==> src/rtl/cordic_uart_pkg.sv <==
// Shared types and constants for the UART command path feeding the CORDIC request queue.
// Holds the deframer state/error encodings, opcode constants and the checksum fold helper.
package cordic_uart_pkg;

    typedef enum logic [2:0] {
        S_HUNT    = 3'd0,
        S_OPCODE  = 3'd1,
        S_PAYLOAD = 3'd2,
        S_CHECK   = 3'd3,
        S_HOLD    = 3'd4
    } deframe_state_t;

    typedef enum logic [1:0] {
        ERR_NONE     = 2'd0,
        ERR_CHECKSUM = 2'd1,
        ERR_TIMEOUT  = 2'd2,
        ERR_PARITY   = 2'd3
    } frame_err_t;

    localparam logic [7:0] SYNC_BYTE_DEFAULT = 8'hA5;

    // Opcodes are passed through unvalidated; listed for the downstream decoder.
    localparam logic [7:0] OP_ROTATE = 8'h01;
    localparam logic [7:0] OP_VECTOR = 8'h02;

    function automatic logic [7:0] chk_fold(input logic [7:0] acc, input logic [7:0] data);
        return acc ^ data;
    endfunction

endpackage

==> src/rtl/uart_gap_timer.sv <==
// Inter-byte gap counter: counts idle cycles while running and flags expiry
// once TIMEOUT_CYCLES-1 idle cycles have elapsed since the last clear.
module uart_gap_timer #(
    parameter int TIMEOUT_CYCLES = 10_000
) (
    input  logic clk,
    input  logic rst_n,
    input  logic run,
    input  logic clear,
    output logic expired
);

    localparam int CW = (TIMEOUT_CYCLES > 2) ? $clog2(TIMEOUT_CYCLES) : 1;
    localparam logic [CW-1:0] LAST = CW'(TIMEOUT_CYCLES - 1);

    logic [CW-1:0] count;

    // Idle-cycle counter; saturates at LAST so expiry stays asserted until the FSM reacts.
    always_ff @(posedge clk) begin
        if (!rst_n) begin
            count <= {CW{1'b0}};
        end else if (clear || !run) begin
            count <= {CW{1'b0}};
        end else if (count != LAST) begin
            count <= count + CW'(1'b1);
        end else begin
            count <= count;
        end
    end

    assign expired = run && (count == LAST);

endmodule

==> src/rtl/uart_cmd_deframer.sv <==
// Assembles SYNC/OPCODE/PAYLOAD/CHECKSUM frames from the UART byte stream, verifies the
// XOR checksum and offers each good command to the CORDIC path over valid/ready.
module uart_cmd_deframer
    import cordic_uart_pkg::*;
#(
    parameter int         CLK_FREQ_HZ    = 100_000_000,
    parameter int         PAYLOAD_BYTES  = 4,
    parameter logic [7:0] SYNC_BYTE      = SYNC_BYTE_DEFAULT,
    parameter int         TIMEOUT_CYCLES = 10_000
) (
    input  logic                       i_clk,
    input  logic                       i_rst_n,
    input  logic [7:0]                 i_rx_byte,
    input  logic                       i_rx_byte_valid,
    input  logic                       i_rx_err,
    output logic [7:0]                 o_cmd_opcode,
    output logic [8*PAYLOAD_BYTES-1:0] o_cmd_payload,
    output logic                       o_cmd_valid,
    input  logic                       i_cmd_ready,
    output logic                       o_frame_err,
    output logic [1:0]                 o_err_code,
    output logic                       o_drop
);

    localparam int IDX_W = (PAYLOAD_BYTES > 1) ? $clog2(PAYLOAD_BYTES) : 1;
    localparam logic [IDX_W-1:0] LAST_IDX = IDX_W'(PAYLOAD_BYTES - 1);

    if ((PAYLOAD_BYTES < 1) || (PAYLOAD_BYTES > 8) || (TIMEOUT_CYCLES < 2) || (CLK_FREQ_HZ < 1)) begin : g_param_check
        $error("uart_cmd_deframer: illegal parameter value");
    end

    deframe_state_t             state, state_next;
    logic [IDX_W-1:0]           idx, idx_next;
    logic [7:0]                 chk, chk_next;
    logic [7:0]                 opcode, opcode_next;
    logic [8*PAYLOAD_BYTES-1:0] payload, payload_next;
    logic                       cmd_valid, cmd_valid_next;
    logic                       frame_err, frame_err_next;
    logic                       drop, drop_next;
    frame_err_t                 err_code, err_code_next;
    logic                       timed;
    logic                       expired;

    assign timed = (state == S_OPCODE) || (state == S_PAYLOAD) || (state == S_CHECK);

    uart_gap_timer #(
        .TIMEOUT_CYCLES(TIMEOUT_CYCLES)
    ) u_gap_timer (
        .clk    (i_clk),
        .rst_n  (i_rst_n),
        .run    (timed),
        .clear  (i_rx_byte_valid),
        .expired(expired)
    );

    // Next-state and next-output logic; inside a frame, parity error beats a byte, a byte beats timeout.
    always_comb begin
        state_next     = state;
        idx_next       = idx;
        chk_next       = chk;
        opcode_next    = opcode;
        payload_next   = payload;
        cmd_valid_next = cmd_valid;
        frame_err_next = 1'b0;
        err_code_next  = err_code;
        drop_next      = 1'b0;
        case (state)
            S_HUNT: begin
                if (i_rx_byte_valid && (i_rx_byte == SYNC_BYTE)) begin
                    state_next = S_OPCODE;
                end else begin
                    state_next = S_HUNT;
                end
            end
            S_OPCODE, S_PAYLOAD, S_CHECK: begin
                if (i_rx_err) begin
                    frame_err_next = 1'b1;
                    err_code_next  = ERR_PARITY;
                    state_next     = S_HUNT;
                end else if (i_rx_byte_valid) begin
                    case (state)
                        S_OPCODE: begin
                            opcode_next = i_rx_byte;
                            chk_next    = i_rx_byte;
                            idx_next    = {IDX_W{1'b0}};
                            state_next  = S_PAYLOAD;
                        end
                        S_PAYLOAD: begin
                            payload_next[{idx, 3'b000} +: 8] = i_rx_byte;
                            chk_next = chk_fold(chk, i_rx_byte);
                            if (idx == LAST_IDX) begin
                                state_next = S_CHECK;
                            end else begin
                                idx_next = idx + IDX_W'(1'b1);
                            end
                        end
                        default: begin
                            if (i_rx_byte == chk) begin
                                state_next     = S_HOLD;
                                cmd_valid_next = 1'b1;
                            end else begin
                                frame_err_next = 1'b1;
                                err_code_next  = ERR_CHECKSUM;
                                state_next     = S_HUNT;
                            end
                        end
                    endcase
                end else if (expired) begin
                    frame_err_next = 1'b1;
                    err_code_next  = ERR_TIMEOUT;
                    state_next     = S_HUNT;
                end else begin
                    state_next = state;
                end
            end
            S_HOLD: begin
                // A byte coinciding with the handshake is judged as a hunt byte, not dropped.
                if (i_cmd_ready) begin
                    cmd_valid_next = 1'b0;
                    if (i_rx_byte_valid && (i_rx_byte == SYNC_BYTE)) begin
                        state_next = S_OPCODE;
                    end else begin
                        state_next = S_HUNT;
                    end
                end else if (i_rx_byte_valid) begin
                    drop_next = 1'b1;
                end else begin
                    state_next = S_HOLD;
                end
            end
            default: begin
                state_next = S_HUNT;
            end
        endcase
    end

    // State and registered outputs.
    always_ff @(posedge i_clk) begin
        if (!i_rst_n) begin
            state     <= S_HUNT;
            idx       <= {IDX_W{1'b0}};
            chk       <= 8'h00;
            opcode    <= 8'h00;
            payload   <= {(8*PAYLOAD_BYTES){1'b0}};
            cmd_valid <= 1'b0;
            frame_err <= 1'b0;
            err_code  <= ERR_NONE;
            drop      <= 1'b0;
        end else begin
            state     <= state_next;
            idx       <= idx_next;
            chk       <= chk_next;
            opcode    <= opcode_next;
            payload   <= payload_next;
            cmd_valid <= cmd_valid_next;
            frame_err <= frame_err_next;
            err_code  <= err_code_next;
            drop      <= drop_next;
        end
    end

    assign o_cmd_opcode  = opcode;
    assign o_cmd_payload = payload;
    assign o_cmd_valid   = cmd_valid;
    assign o_frame_err   = frame_err;
    assign o_err_code    = err_code;
    assign o_drop        = drop;

endmodule

==> config.mk <==
export PLATFORM = sky130hd
export DESIGN_NAME = uart_cmd_deframer
export DESIGN_NICKNAME = d
export VERILOG_FILES = /design/src/rtl/cordic_uart_pkg.sv /design/src/rtl/uart_gap_timer.sv /design/src/rtl/uart_cmd_deframer.sv
export SDC_FILE = /design/constraint.sdc
export NUM_CORES = 1
export LEC_CHECK = 0
export BUFFER_PORTS_ARGS = -buffer_cell sky130_fd_sc_hd__buf_2
export CAP_MARGIN = 20
export CORE_AREA = 10 10 112 114
export DETAILED_ROUTE_END_ITERATION = 6
export DIE_AREA = 0 0 122 124
export MAX_ROUTING_LAYER = met4
export SETUP_SLACK_MARGIN = 0.02
export SLEW_MARGIN = 20
export SYNTH_ARGS = -nofsm -noshare
export SYNTH_HDL_FRONTEND = slang
export SYNTH_SLANG_ARGS = --single-unit
==> constraint.sdc <==
create_clock -name i_clk -period 1.9 [get_ports i_clk]
set_input_delay 0.095 -clock i_clk [delete_from_list [all_inputs] [get_ports i_clk]]
set_output_delay 0.095 -clock i_clk [all_outputs]
set_load 0.01 [all_outputs]
### Word-level counts from Yosys, hierarchy flattened

Index checks and enable logic that the tools add are counted.

* add/sub/neg operators: 3
* $mul: 0
* divide/modulo/power cells: 0
* magnitude comparators: 0
* equal/unequal tests: 20
* shifts and indexed selects: 2
* mux-type cells: 31
* bitwise gates (word level): 4
* reductions and logical operators: 22

Operator list (count)
* bitwise mux 32 bit: 1
* variable shift 8 x 7 -> 32 bit (first input constant): 1
* indexed part select 8 x 7 -> 32 bit: 1
* 2-to-1 mux 3 bit: 7
* one-hot mux 8 bit (2 select lines): 1
* AND reduction 4 bit: 4
* adder 14 x 1 -> 14 bit (second input constant): 1
* equality test 14 bit (second input constant): 1
* inequality test 14 bit (second input constant): 1
* 2-to-1 mux 1 bit: 12
* 2-to-1 mux 2 bit: 6
* inequality test 2 bit (second input constant): 6
* one-hot mux 3 bit (3 select lines): 1
* equality test 8 bit: 1
* equality test 8 bit (second input constant): 1
* XOR 8 bit: 1
* negator 5 -> 7 bit: 1
* equality test 3 x 2 -> 1 bit (second input constant): 2
* inequality test 3 bit (second input constant): 2
* one-hot mux 3 bit (2 select lines): 1
* AND reduction 6 bit: 1
* OR reduction 3 bit: 2
* inequality test 5 bit (second input constant): 1
* AND reduction 5 bit: 1
* other kinds (18): 25

* flip-flop bits (word level): 72
* latch bits: 0
* bits in writable memories: 0
* ROM bits: 0
* output and inout bits: 45
* logic and storage cells: 92
* memories kept: 0

### Depth between registers and ports, before layout

Gate-level depths: netlist of run 1.

* word-level depth: 8
* mapped depth: 6

### By module

A second synthesis of run 1 with hierarchy kept.

* cell total of the unflattened synthesis: 391
* area total of the unflattened synthesis: 3414.5 sq um

By module, submodules not included
* uart_cmd_deframer: times used 1, cells each 316, area an instance 2757.6 sq um
* uart_gap_timer: times used 1, cells each 75, area an instance 656.9 sq um

### Worst setup path before layout of run 1

Ideal clock, no wire load.

* kind: reg-to-reg
* from: register u_gap_timer.count[4]
* to: register u_gap_timer.count[0]
* library setup time: 0.128 ns
* arrival: 1.657 ns
* setup slack: 0.115 ns
* stages on the path, launching flop included: 6
* buffers on the path: 1
* path through: dfxtp_1 > buf_6 > or4b_4 > or4_4 > xnor2_1 > nor2_1

* word-level cells in the longest chain between the ends: 1

RTL lines
* from (decl): RTL line uart_gap_timer.sv:16 `logic [CW-1:0] count;`
* from (signal assigned): RTL line uart_gap_timer.sv:21 `count <= {CW{1'b0}};`
* from (signal assigned): RTL line uart_gap_timer.sv:23 `count <= {CW{1'b0}};`
* from (signal assigned): RTL line uart_gap_timer.sv:25 `count <= count + CW'(1'b1);`
* inequality test 14 bit: RTL line uart_gap_timer.sv:24 `end else if (count != LAST) begin`

Every way passes these cells.
A chain may end at the register's enable or synchronous reset.

### Worst setup path in the final report of run 1

* from: register u_gap_timer.count[5]
* to: register u_gap_timer.count[0]

The elaborated chain is that of the path after synthesis.

==> flow_metrics.tcl, run 1 <==
set metrics [dict create \
    status "finished, final reports clean" \
    route.detailed.drc 0 \
    ios 58 \
    grt_antenna_before_repair 1 \
    synth-main-ff-cell "dfxtp_1" \
    cts_max_level 3 \
    vias 3026 \
    synth.largest_area_cell "dfxtp_1" \
    holdPathEnd "o_frame_err$_SDFF_PN0_" \
    finalSetupTns_ns 0 \
    synth.avg_cell_area_sq_um 8.47 \
    dp_hpwl_microns 6380 \
    first_global_vias 2966 \
    async_reset_ff_share_pct 0 \
    finalHoldWorstSlack_ns 0.0525 \
    clock.fmax_ghz 0.570 \
    cts_sinks 72 \
    peakVddDrop_mv 0.575 \
    cts_hold_buf 0 \
    vias_per_cell 5.03 \
    dieArea_sq_um 15100 \
    cp-end-kind "flop" \
    holdPathStages 3 \
    wire_per_inst_microns 15.4 \
    fin_util_pct 40.0 \
    hold_viol 0 \
    r2r-start "u_gap_timer.count[5]$_SDFFE_PP0P_" \
    power.switching_uw 654 \
    reg2reg_slack_ns 0.14 \
    seq_power_share_pct 53.7 \
    routed_wl_microns 9230 \
    ys_seq_elements 72 \
    worstPathCellList "or4b_4 > or4_4 > xnor2_1 > nor2_1" \
    cp_max_fo 5 \
    hold_start "i_rst_n" \
    min_path_type "input port to flop" \
    yosys-top-cells-count "dfxtp_1, nand3_1, nand2_1" \
    dpl.cell_count 583 \
    synthMostInstantiatedCell "dfxtp_1" \
    cp.required_ns 2.15 \
    fin_crit_sh_pct 92.4 \
    period_minus_slack_ns 1.76 \
    powerDensity_nw_per_um2 687 \
    cp_slowest_cell "or4b_4" \
    detail-route-antenna-nets 0 \
    cts_buffers 9 \
    synth_top_area_share_pct 42.2 \
    syn2layout_area_growth_pct 19.8 \
    die_x_microns 122 \
    setup_viol 0 \
    ys.warnings.count 0 \
    initial_utilization_pct 33.4 \
    grtUsageTotal_pct 12.8 \
    slew_viol_final 0 \
    drt_iter0_drc 180 \
    clk_path_buf_depth 2 \
    critPathMaxStageDelay_ns 0.55 \
    cp.arrival_ns 2.01 \
    first_pass_iters 4 \
    grt_pass1_wl_microns 14900 \
    final.setup_skew_ns 0.0104 \
    nNetsFinal 480 \
    combPwrFrac_pct 4.0 \
    die_h_microns 124 \
    place_congestion 0.851 \
    synth_area_leaders "dfxtp_1, a21boi_0, nand3_1" \
    max-cap-violations 0 \
    syn-num-nets 423 \
    synthCells 403 \
    p_leak_uw 0.00154 \
    intPower_uw 2160 \
    overflow 0 \
    seq_area_frac_synth_pct 42.2 \
    drive_above_1_share_pct 21.1 \
    path_class "flop to flop" \
    synth-edff-count 0 \
    placementRows 37 \
    fin_cells 601 \
    swShare_pct 23.3 \
    cts_root_buf "clkbuf_8" \
    cts_tree "built" \
    clkTransAtPathRegs_ns 0.07 \
    regToRegEndpoint "u_gap_timer.count[0]$_SDFFE_PP0P_" \
    reg2regPathDepth 4 \
    port_buffers 57 \
    clkLatencyLatePin_ns 0.36 \
    grt_max_degree 28 \
    pwr-share-clk_pct 42.3 \
    start_kind "flop" \
    rsz0062_at_grt "false" \
    ys_types 43 \
    slew_headroom_pct 75.5 \
    tightest_slew_ns 0.366 \
    synth_area_sq_um 3410 \
    coreArea_sq_um 10200 \
]
[final cells by class]
type,count,area [sq um]
Antenna cell,1,2.50
Tap cell,136,170
Clock buffer,13,179
Sequential cell,72,1440
Clock inverter,2,12.5
Inverter,9,33.8
Multi-Input combinational cell,293,1810
Fill cell,1062,6140
Timing Repair Buffer,75,433
[how the worst max path moves through the flow]
stage                                                   end                               from  slack (ns)  cells after the start
after global placement                state[0]$_SDFFE_PN0P_  u_gap_timer.count[5]$_SDFFE_PP0P_        0.17                      4
final                     u_gap_timer.count[0]$_SDFFE_PP0P_  u_gap_timer.count[5]$_SDFFE_PP0P_        0.14                      4
after global routing             o_err_code[1]$_SDFFE_PN0P_  u_gap_timer.count[5]$_SDFFE_PP0P_        0.06                      5
after floorplan           u_gap_timer.count[0]$_SDFFE_PP0P_  u_gap_timer.count[4]$_SDFFE_PP0P_        0.12                      5
after CTS                             state[1]$_SDFFE_PN0P_  u_gap_timer.count[5]$_SDFFE_PP0P_        0.11                      4
after detailed placement              state[0]$_SDFFE_PN0P_  u_gap_timer.count[5]$_SDFFE_PP0P_        0.13                      4
[critical path, delay by kind of cell, from the launching register on]
family	cells	cell delay (ns)
AND/OR/NAND/NOR	3	1.15
XOR/XNOR	1	0.16
flip-flops	1	0.35
[power groups by stage]
stage | Combinational (uW) | Sequential, uW | Clock, uW
2_1_floorplan | 66.4 | 1540 | 0
3_3_place_gp | 111 | 1540 | 0
3_5_place_dp | 112 | 1540 | 0
4_1_cts | 112 | 1510 | 1220
5_1_grt | 122 | 1510 | 1280
6_report | 112 | 1510 | 1190
[logic make-up (layout without fill, tap and decap cells)]
| kind of cell | after synthesis | after routing | share of synthesized area (%) |
|---|---|---|---|
| XOR/XNOR | 18 | 18 | 4.62 |
| adder cells (fa/ha/maj) | 7 | 7 | 2.57 |
| other | 0 | 1 | 0 |
| buffers and inverters | 38 | 99 | 4.62 |
| multiplexers | 10 | 10 | 2.93 |
| flip-flops | 72 | 72 | 42.2 |
| AND/OR/NAND/NOR | 180 | 180 | 27.1 |
| AO/OA/AOI/OAI | 78 | 78 | 15.9 |
[routing by layer]
metal	global-route usage, %	vias to the layer above	part of all wire (%)
met4	4.40	0	1.4
met1	15.5	1435	47
met5	-	-	0
met3	4.34	10	5.6
li1	-	1512	-
met2	19.5	69	46
[placed cells by master, fill, tap and decap left out, types with 9 or more instances in the layout]
| cell type | count |
|---|---|
| dfxtp_1 | 71 |
| nand2_1 | 49 |
| buf_4 | 17 |
| mux2i_1 | 10 |
| inv_1 | 9 |
| nor2b_1 | 9 |
| buf_2 | 57 |
| nand3_1 | 54 |
| xnor2_1 | 14 |
| a21boi_0 | 39 |
| clkbuf_8 | 13 |
| nor2_1 | 22 |
| o21ai_0 | 17 |
[state kept, by name, indices dropped and copies added, names as in the netlist]
signal             flops
u_gap_timer.count     14
o_err_code             2
o_frame_err            1
o_cmd_payload         32
chk                    8
idx                    2
o_cmd_opcode           8
state                  3
o_drop                 1
o_cmd_valid            1
[metrics by stage]
stage               cell area, sq um  power (uW)  setup slack [ns]
floorplan                       3410        1610             0.115
global placement                3880        1650             0.165
detailed placement              3880        1660             0.133
CTS                             4070        2840             0.109
global route                    4090        2910            0.0578
finish                          4090        2810             0.145
[what timing repair did]
| item | CTS | global route |
|---|---|---|
| endpoints found under the setup margin | 0 | 23 |
| hold endpoints to repair | 0 | 0 |
| setup buffers | 0 | 2 |
| resized for setup | 0 | 1 |
(Power assumes the default switching activity.)
==> inputs of run 2 (changes only) <==
- CAP_MARGIN: 20 -> 40
- CORE_AREA: 10 10 112 114 -> 10 10 87 146
- DIE_AREA: 0 0 122 124 -> 0 0 97 156
==> run 2 against run 1 <==
  * Clock power increased by 42%
  * Worst hold slack gained 0.061 ns
  * Count of clock-buffer cells in the layout fell by 3
  * Power up 18%
  * Fmax fell by 0.30%
  * First-iteration DRC count is 31% lower
  * Sequential power is essentially flat
  * Via count up 0.23%
  * Setup slack worse by 0.0053 ns
  * Die area is essentially flat
==> flow_metrics.tcl, run 2 (synthesized netlist as in run 1, its figures left out) <==
set metrics [dict create \
    status "finished, final reports clean" \
    ios 58 \
    grt_antenna_before_repair 0 \
    first_pass_iters 4 \
    overflow 0 \
    holdPathEnd "o_drop$_SDFF_PP0_" \
    critPathTopFamily "simple AND/OR/NAND/NOR gates" \
    regToRegEndpoint "o_err_code[0]$_SDFFE_PN0P_" \
    intPower_uw 2600 \
    clkLatencyLatePin_ns 0.33 \
    combPwrFrac_pct 3.5 \
    cp_max_fo 5 \
    seq_power_share_pct 45.6 \
    detail-route-antenna-nets 0 \
    slew_headroom_pct 66.6 \
    dieArea_sq_um 15100 \
    grt_pass1_wl_microns 15000 \
    drt_iter0_drc 125 \
    path_class "flop to flop" \
    grt_max_degree 28 \
    cts_buffers 9 \
    critPathMaxStageDelay_ns 0.54 \
    coreArea_sq_um 10200 \
    hold_start "i_rx_byte_valid" \
    period_minus_slack_ns 1.76 \
    cts_root_buf "clkbuf_16" \
    vias 3033 \
    cp.required_ns 2.11 \
    clk_path_buf_depth 2 \
    p_total_uw 3310 \
    die_x_microns 97 \
    nNetsFinal 480 \
    vias_per_cell 5.13 \
    max-cap-violations 0 \
    slew_viol_final 0 \
    fillCellCount 1055 \
    post-cts-setup-buffers 0 \
    grt.busiest_layer "met2" \
    start_kind "flop" \
    initial_utilization_pct 33.3 \
    cp-end-kind "flop" \
    die_h_microns 156 \
    dp_hpwl_microns 6880 \
    syn2layout_area_growth_pct 22.3 \
    r2r-start "u_gap_timer.count[5]$_SDFFE_PP0P_" \
    worst-path-buf-inv 0 \
    setup_viol 0 \
    holdPathStages 2 \
    cts_hold_buf 0 \
    clkTransAtPathRegs_ns 0.06 \
    pwr-share-clk_pct 50.9 \
    placementRows 49 \
    cts_tree "built" \
    drive_above_1_share_pct 22.2 \
    first_global_vias 2980 \
    wire_per_inst_microns 15.7 \
    crit_path_start "u_gap_timer.count[5]$_SDFFE_PP0P_" \
    tightest_slew_ns 0.498 \
    rsz0062_at_grt "false" \
    swShare_pct 21.6 \
    clock.fmax_ghz 0.568 \
    worstPathCellList "or4b_4 > or4_4 > o221ai_2 > a31oi_1" \
    grtUsageMet1_pct 12.7 \
    hold_viol 0 \
    fin_crit_sh_pct 92.7 \
    min_path_type "input port to flop" \
    largest_reg_flops 32 \
    grtUsageTotal_pct 12.4 \
    cts_sinks 72 \
    cp.arrival_ns 1.97 \
    route.detailed.drc 0 \
    mostFrequentLayoutCell "dfxtp_1" \
    diodes 0 \
    peakVddDrop_mv 0.500 \
    cp_slowest_cell "or4b_4" \
    routed_wl_microns 9260 \
    grtUsageMet3_pct 3.02 \
    port_buffers 57 \
    powerDensity_nw_per_um2 793 \
    final.setup_skew_ns 0.00662 \
    p_leak_uw 0.00159 \
    power.switching_uw 714 \
    finalSetupTns_ns 0 \
    reg2regPathDepth 4 \
    cts_max_level 3 \
    mostFrequentLayoutCells "dfxtp_1, buf_2, nand3_1" \
    use_met2_pct 22.3 \
    reg2reg_slack_ns 0.14 \
    place_congestion 0.810 \
    cts_resized 0 \
]
==> run 2: cell count changes in the layout (fill, tap and decap cells not counted), sizes merged <==
| cell | before | now |
|---|---|---|
| bufinv | 0 | 1 |
| inv | 9 | 10 |
| clkbuf | 13 | 10 |
| diode | 1 | 0 |
| clkinv | 1 | 2 |
==> run 2: stage by stage <==
| stage | util (%) | instance area (sq um) | setup slack, ns | std cells | hold WS [ns] |
|---|---|---|---|---|---|
| 2_1_floorplan | - | 3410 | 0.115 | 403 | 0.241 |
| 4_1_cts | 40.7 | 4160 | 0.0982 | 591 | 0.100 |
| 3_5_place_dp | 37.8 | 3870 | 0.104 | 576 | 0.449 |
| 3_3_place_gp | 37.8 | 3870 | 0.156 | 576 | 0.448 |
| 5_1_grt | 40.8 | 4180 | 0.0283 | 591 | 0.117 |
| 6_report | 40.8 | 4180 | 0.139 | 591 | 0.114 |
==> run 2: final cells by class <==
| class | count | area (sq um) | share of cell area, % |
|---|---|---|---|
| inverters | 9 | 33.8 | 0.809 |
| clock buffers | 10 | 239 | 5.72 |
| well taps | 127 | 159 | 3.81 |
| repair buffers | 75 | 420 | 10.1 |
| flip-flops and latches | 72 | 1440 | 34.6 |
| clock inverters | 5 | 56.3 | 1.35 |
| multi-input cells | 293 | 1820 | 43.7 |
==> run 2: worst register-to-register path: stages, from the launching register on <==
cell      delay, ns
dfxtp_1        0.34
or4b_4         0.54
or4_4          0.54
o221ai_2       0.16
a31oi_1        0.06
==> run 2: worst max-delay path by stage <==
| stage | slack, ns | to | cells after the start |
|---|---|---|---|
| final | 0.14 | o_err_code[0]$_SDFFE_PN0P_ | 4 |
| after CTS | 0.1 | state[0]$_SDFFE_PN0P_ | 4 |
| after global placement | 0.16 | state[0]$_SDFFE_PN0P_ | 4 |
| after floorplan | 0.12 | u_gap_timer.count[0]$_SDFFE_PP0P_ | 5 |
| after detailed placement | 0.10 | state[1]$_SDFFE_PN0P_ | 4 |
| after global routing | 0.03 | o_err_code[0]$_SDFFE_PN0P_ | 5 |
==> run 2: layer usage <==
metal	part of all wire, %	up-vias
li1	-	1513
met1	42	1428
met2	53	80
met3	3.4	12
met4	1.4	0
met5	0	-
==> run 2: power groups by stage <==
stage	logic (uW)	clock network [uW]	registers, uW
floorplan	66.4	0	1540
global placement	117	0	1540
detailed placement	116	0	1540
CTS	117	1730	1510
global route	125	1790	1510
finish	116	1690	1510
==> inputs of run 3 (changes only) <==
- SYNTH_HIERARCHICAL: not set -> 1
==> run 3 against run 2 <==
  * Critical path depth increased by 3
  * Synthesized cell count decreased by 3.0%
  * Flip-flop and latch count unchanged
  * Highest routed layer unchanged
  * Worst hold slack got worse by 0.016 ns
  * Global-route usage decreased by 0.082 points
  * Power increased by 8.8%
  * First-iteration DRC count decreased by 14%
==> flow_metrics.tcl, run 3 <==
set metrics [dict create \
    cts_max_level 3 \
    clk_path_buf_depth 2 \
    seq_power_share_pct 41.9 \
    dpl.cell_count 581 \
    nNetsFinal 485 \
    port_buffers 57 \
    synthMostInstantiatedCell "dfxtp_1" \
    diodes 0 \
    swShare_pct 20.3 \
    cp_slowest_cell "or4b_4" \
    combPwrFrac_pct 3.0 \
    fin_cells 597 \
    drive_above_1_share_pct 26.6 \
    mostFrequentLayoutCell "dfxtp_1" \
    drt_iter0_drc 108 \
    rsz0062_at_grt "true" \
    synth.largest_area_cell "dfxtp_1" \
    routed_wl_microns 9080 \
    cp_max_fo 3 \
    dieArea_sq_um 15100 \
    vias_per_cell 4.96 \
    grtUsageMet3_pct 3.50 \
    finalWorstSetupSlack_ns 0.0400 \
    status "finished, final reports clean" \
    largest_reg_flops 32 \
    use_met2_pct 22.4 \
    coreArea_sq_um 10200 \
    intPower_uw 2870 \
    tightest_slew_ns 0.577 \
    cp.required_ns 2.13 \
    syn2layout_area_growth_pct 27.9 \
    detail-route-antenna-nets 0 \
    fin_util_pct 42.7 \
    synth-main-ff-cell "dfxtp_1" \
    synth_area_sq_um 3410 \
    path_class "flop to flop" \
    mostFrequentLayoutCells "dfxtp_1, buf_2, nand2_1" \
    grtUsageMet1_pct 11.9 \
    cts_tree "built" \
    fin_crit_sh_pct 97.9 \
    cts_sinks 72 \
    syn-num-nets 411 \
    seq_area_frac_synth_pct 42.2 \
    ys_types 42 \
    grt.busiest_layer "met2" \
    critPathMaxStageDelay_ns 0.55 \
    final.setup_skew_ns 0.00884 \
    vias 2962 \
    initial_utilization_pct 33.3 \
    grt_antenna_before_repair 0 \
    synth_top_area_share_pct 42.2 \
    synth-edff-count 0 \
    first_pass_iters 4 \
    overflow 0 \
    hold_viol 0 \
    cts_buffers 9 \
    place_congestion 0.805 \
    slew_viol_final 0 \
    ios 58 \
    ys.warnings.count 6 \
    synth_area_leaders "dfxtp_1, a21boi_1, nand3_1" \
    clkTransAtPathRegs_ns 0.06 \
    reg2reg_slack_ns 0.04 \
    die_x_microns 97 \
    setup_viol 0 \
    clock.fmax_ghz 0.538 \
    min_path_type "input port to flop" \
    cts_root_buf "clkbuf_16" \
    grtUsageTotal_pct 12.3 \
    yosys-top-cells-count "dfxtp_1, nand2_1, nand3_1" \
    async_reset_ff_share_pct 0 \
    post-place-ws_ns -0.0769 \
    ys_seq_elements 72 \
    period_minus_slack_ns 1.86 \
    start_kind "flop" \
    placementRows 49 \
    route.detailed.drc 0 \
    fillCellCount 1018 \
    max-cap-violations 0 \
    cp-end-kind "flop" \
    grt_max_degree 27 \
    grt_pass1_wl_microns 14900 \
    first_global_vias 2957 \
    slew_headroom_pct 61.2 \
    worstPathCellList "or4b_4 > nor4_4 > and2_4 > inv_2 > a211oi_4 > mux2i_1 > nor2b_1" \
    dp_hpwl_microns 6720 \
    clkLatencyLatePin_ns 0.34 \
    cts_hold_buf 0 \
    synth.avg_cell_area_sq_um 8.73 \
    cp.arrival_ns 2.09 \
    peakVddDrop_mv 0.503 \
    powerDensity_nw_per_um2 825 \
    synthCells 391 \
    p_leak_uw 0.00174 \
    pwr-share-clk_pct 55.1 \
    power.switching_uw 730 \
    die_h_microns 156 \
    post-cts-setup-buffers 0 \
    wire_per_inst_microns 15.2 \
]
==> run 3: cell types whose count changed in the layout (fill, tap and decap cells not counted), sizes merged, moves of 6 or more <==
| cell | previous run | this run |
|---|---|---|
| xor2 | 4 | 11 |
| and2 | 1 | 7 |
| nor3 | 4 | 11 |
| xnor2 | 14 | 7 |
| nand3 | 54 | 47 |
| buf | 75 | 87 |
==> run 3: worst max-delay path, delay by kind of cell (launching register included) <==
family                 cells  cell delay (ns)
multiplexers               1             0.21
AO/OA/AOI/OAI              1             0.24
buffers and inverters      1             0.04
AND/OR/NAND/NOR            4             0.94
flip-flops                 1             0.32
==> run 3: layer usage <==
layer,share of wire [%],up-vias,wire [microns]
li1,-,1492,-
met1,41,1396,3730
met2,53,64,4810
met3,4.5,10,413
met4,1.4,0,127
met5,0,-,0
==> run 3: through the flow <==
step | TNS (ns) | hold WS, ns | total power [uW] | cell area, sq um
2_1_floorplan | 0 | 0.273 | 1610 | 3420
3_3_place_gp | -0.00732 | 0.420 | 1650 | 3970
3_5_place_dp | -0.137 | 0.441 | 1650 | 3970
4_1_cts | -0.000393 | 0.0886 | 3630 | 4330
5_1_grt | -0.143 | 0.124 | 3700 | 4370
6_report | 0 | 0.0979 | 3600 | 4370
==> run 3: logic make-up (layout without fill, tap and decap cells) <==
family / count (synthesis) / after routing / synth area share [%]
muxes: 11 / 11 / 3.22
adders and majority gates: 7 / 7 / 2.56
and+or+nand+nor: 185 / 185 / 29.1
xor gates and xnor gates: 18 / 18 / 4.62
buffers and inverters: 31 / 110 / 4.32
AOI/OAI and AO/OA: 67 / 67 / 13.9
DFF: 72 / 72 / 42.2
==> run 3: power by group through the flow <==
stage | Sequential [uW] | Clock, uW | Combinational (uW)
after floorplan | 1540 | 0 | 64.9
after global placement | 1540 | 0 | 106
after detailed placement | 1540 | 0 | 107
after CTS | 1510 | 2010 | 108
after global routing | 1510 | 2080 | 116
final | 1510 | 1990 | 109
==> run 3: cell type report <==
| cell class | instances | area [sq um] | share of cell area [%] |
|---|---|---|---|
| inverter | 7 | 26.3 | 0.602 |
| timing repair buffer | 87 | 510 | 11.7 |
| clock buffer | 10 | 239 | 5.47 |
| tap | 127 | 159 | 3.64 |
| sequential | 72 | 1440 | 33.1 |
| multi-input combinational | 288 | 1870 | 42.9 |
| clock inverter | 6 | 115 | 2.64 |
==> run 3: path summary, 6_finish.rpt <==
path / start / endpoint / cells past startpoint
max reg2reg: u_gap_timer/count[12]$_SDFFE_PP0P_ / state[1]$_SDFFE_PN0P_ / 7
min: i_cmd_ready / o_cmd_valid$_SDFFE_PN0P_ / 3
max: u_gap_timer/count[12]$_SDFFE_PP0P_ / state[1]$_SDFFE_PN0P_ / 7
min reg2reg: o_cmd_payload[24]$_SDFFE_PN0P_ / o_cmd_payload[24]$_SDFFE_PN0P_ / 2
==> run 3: repair_timing <==
item,in CTS,in global routing
endpoints found under the setup margin,5,15
resized for setup,1,11
pin swaps,3,3
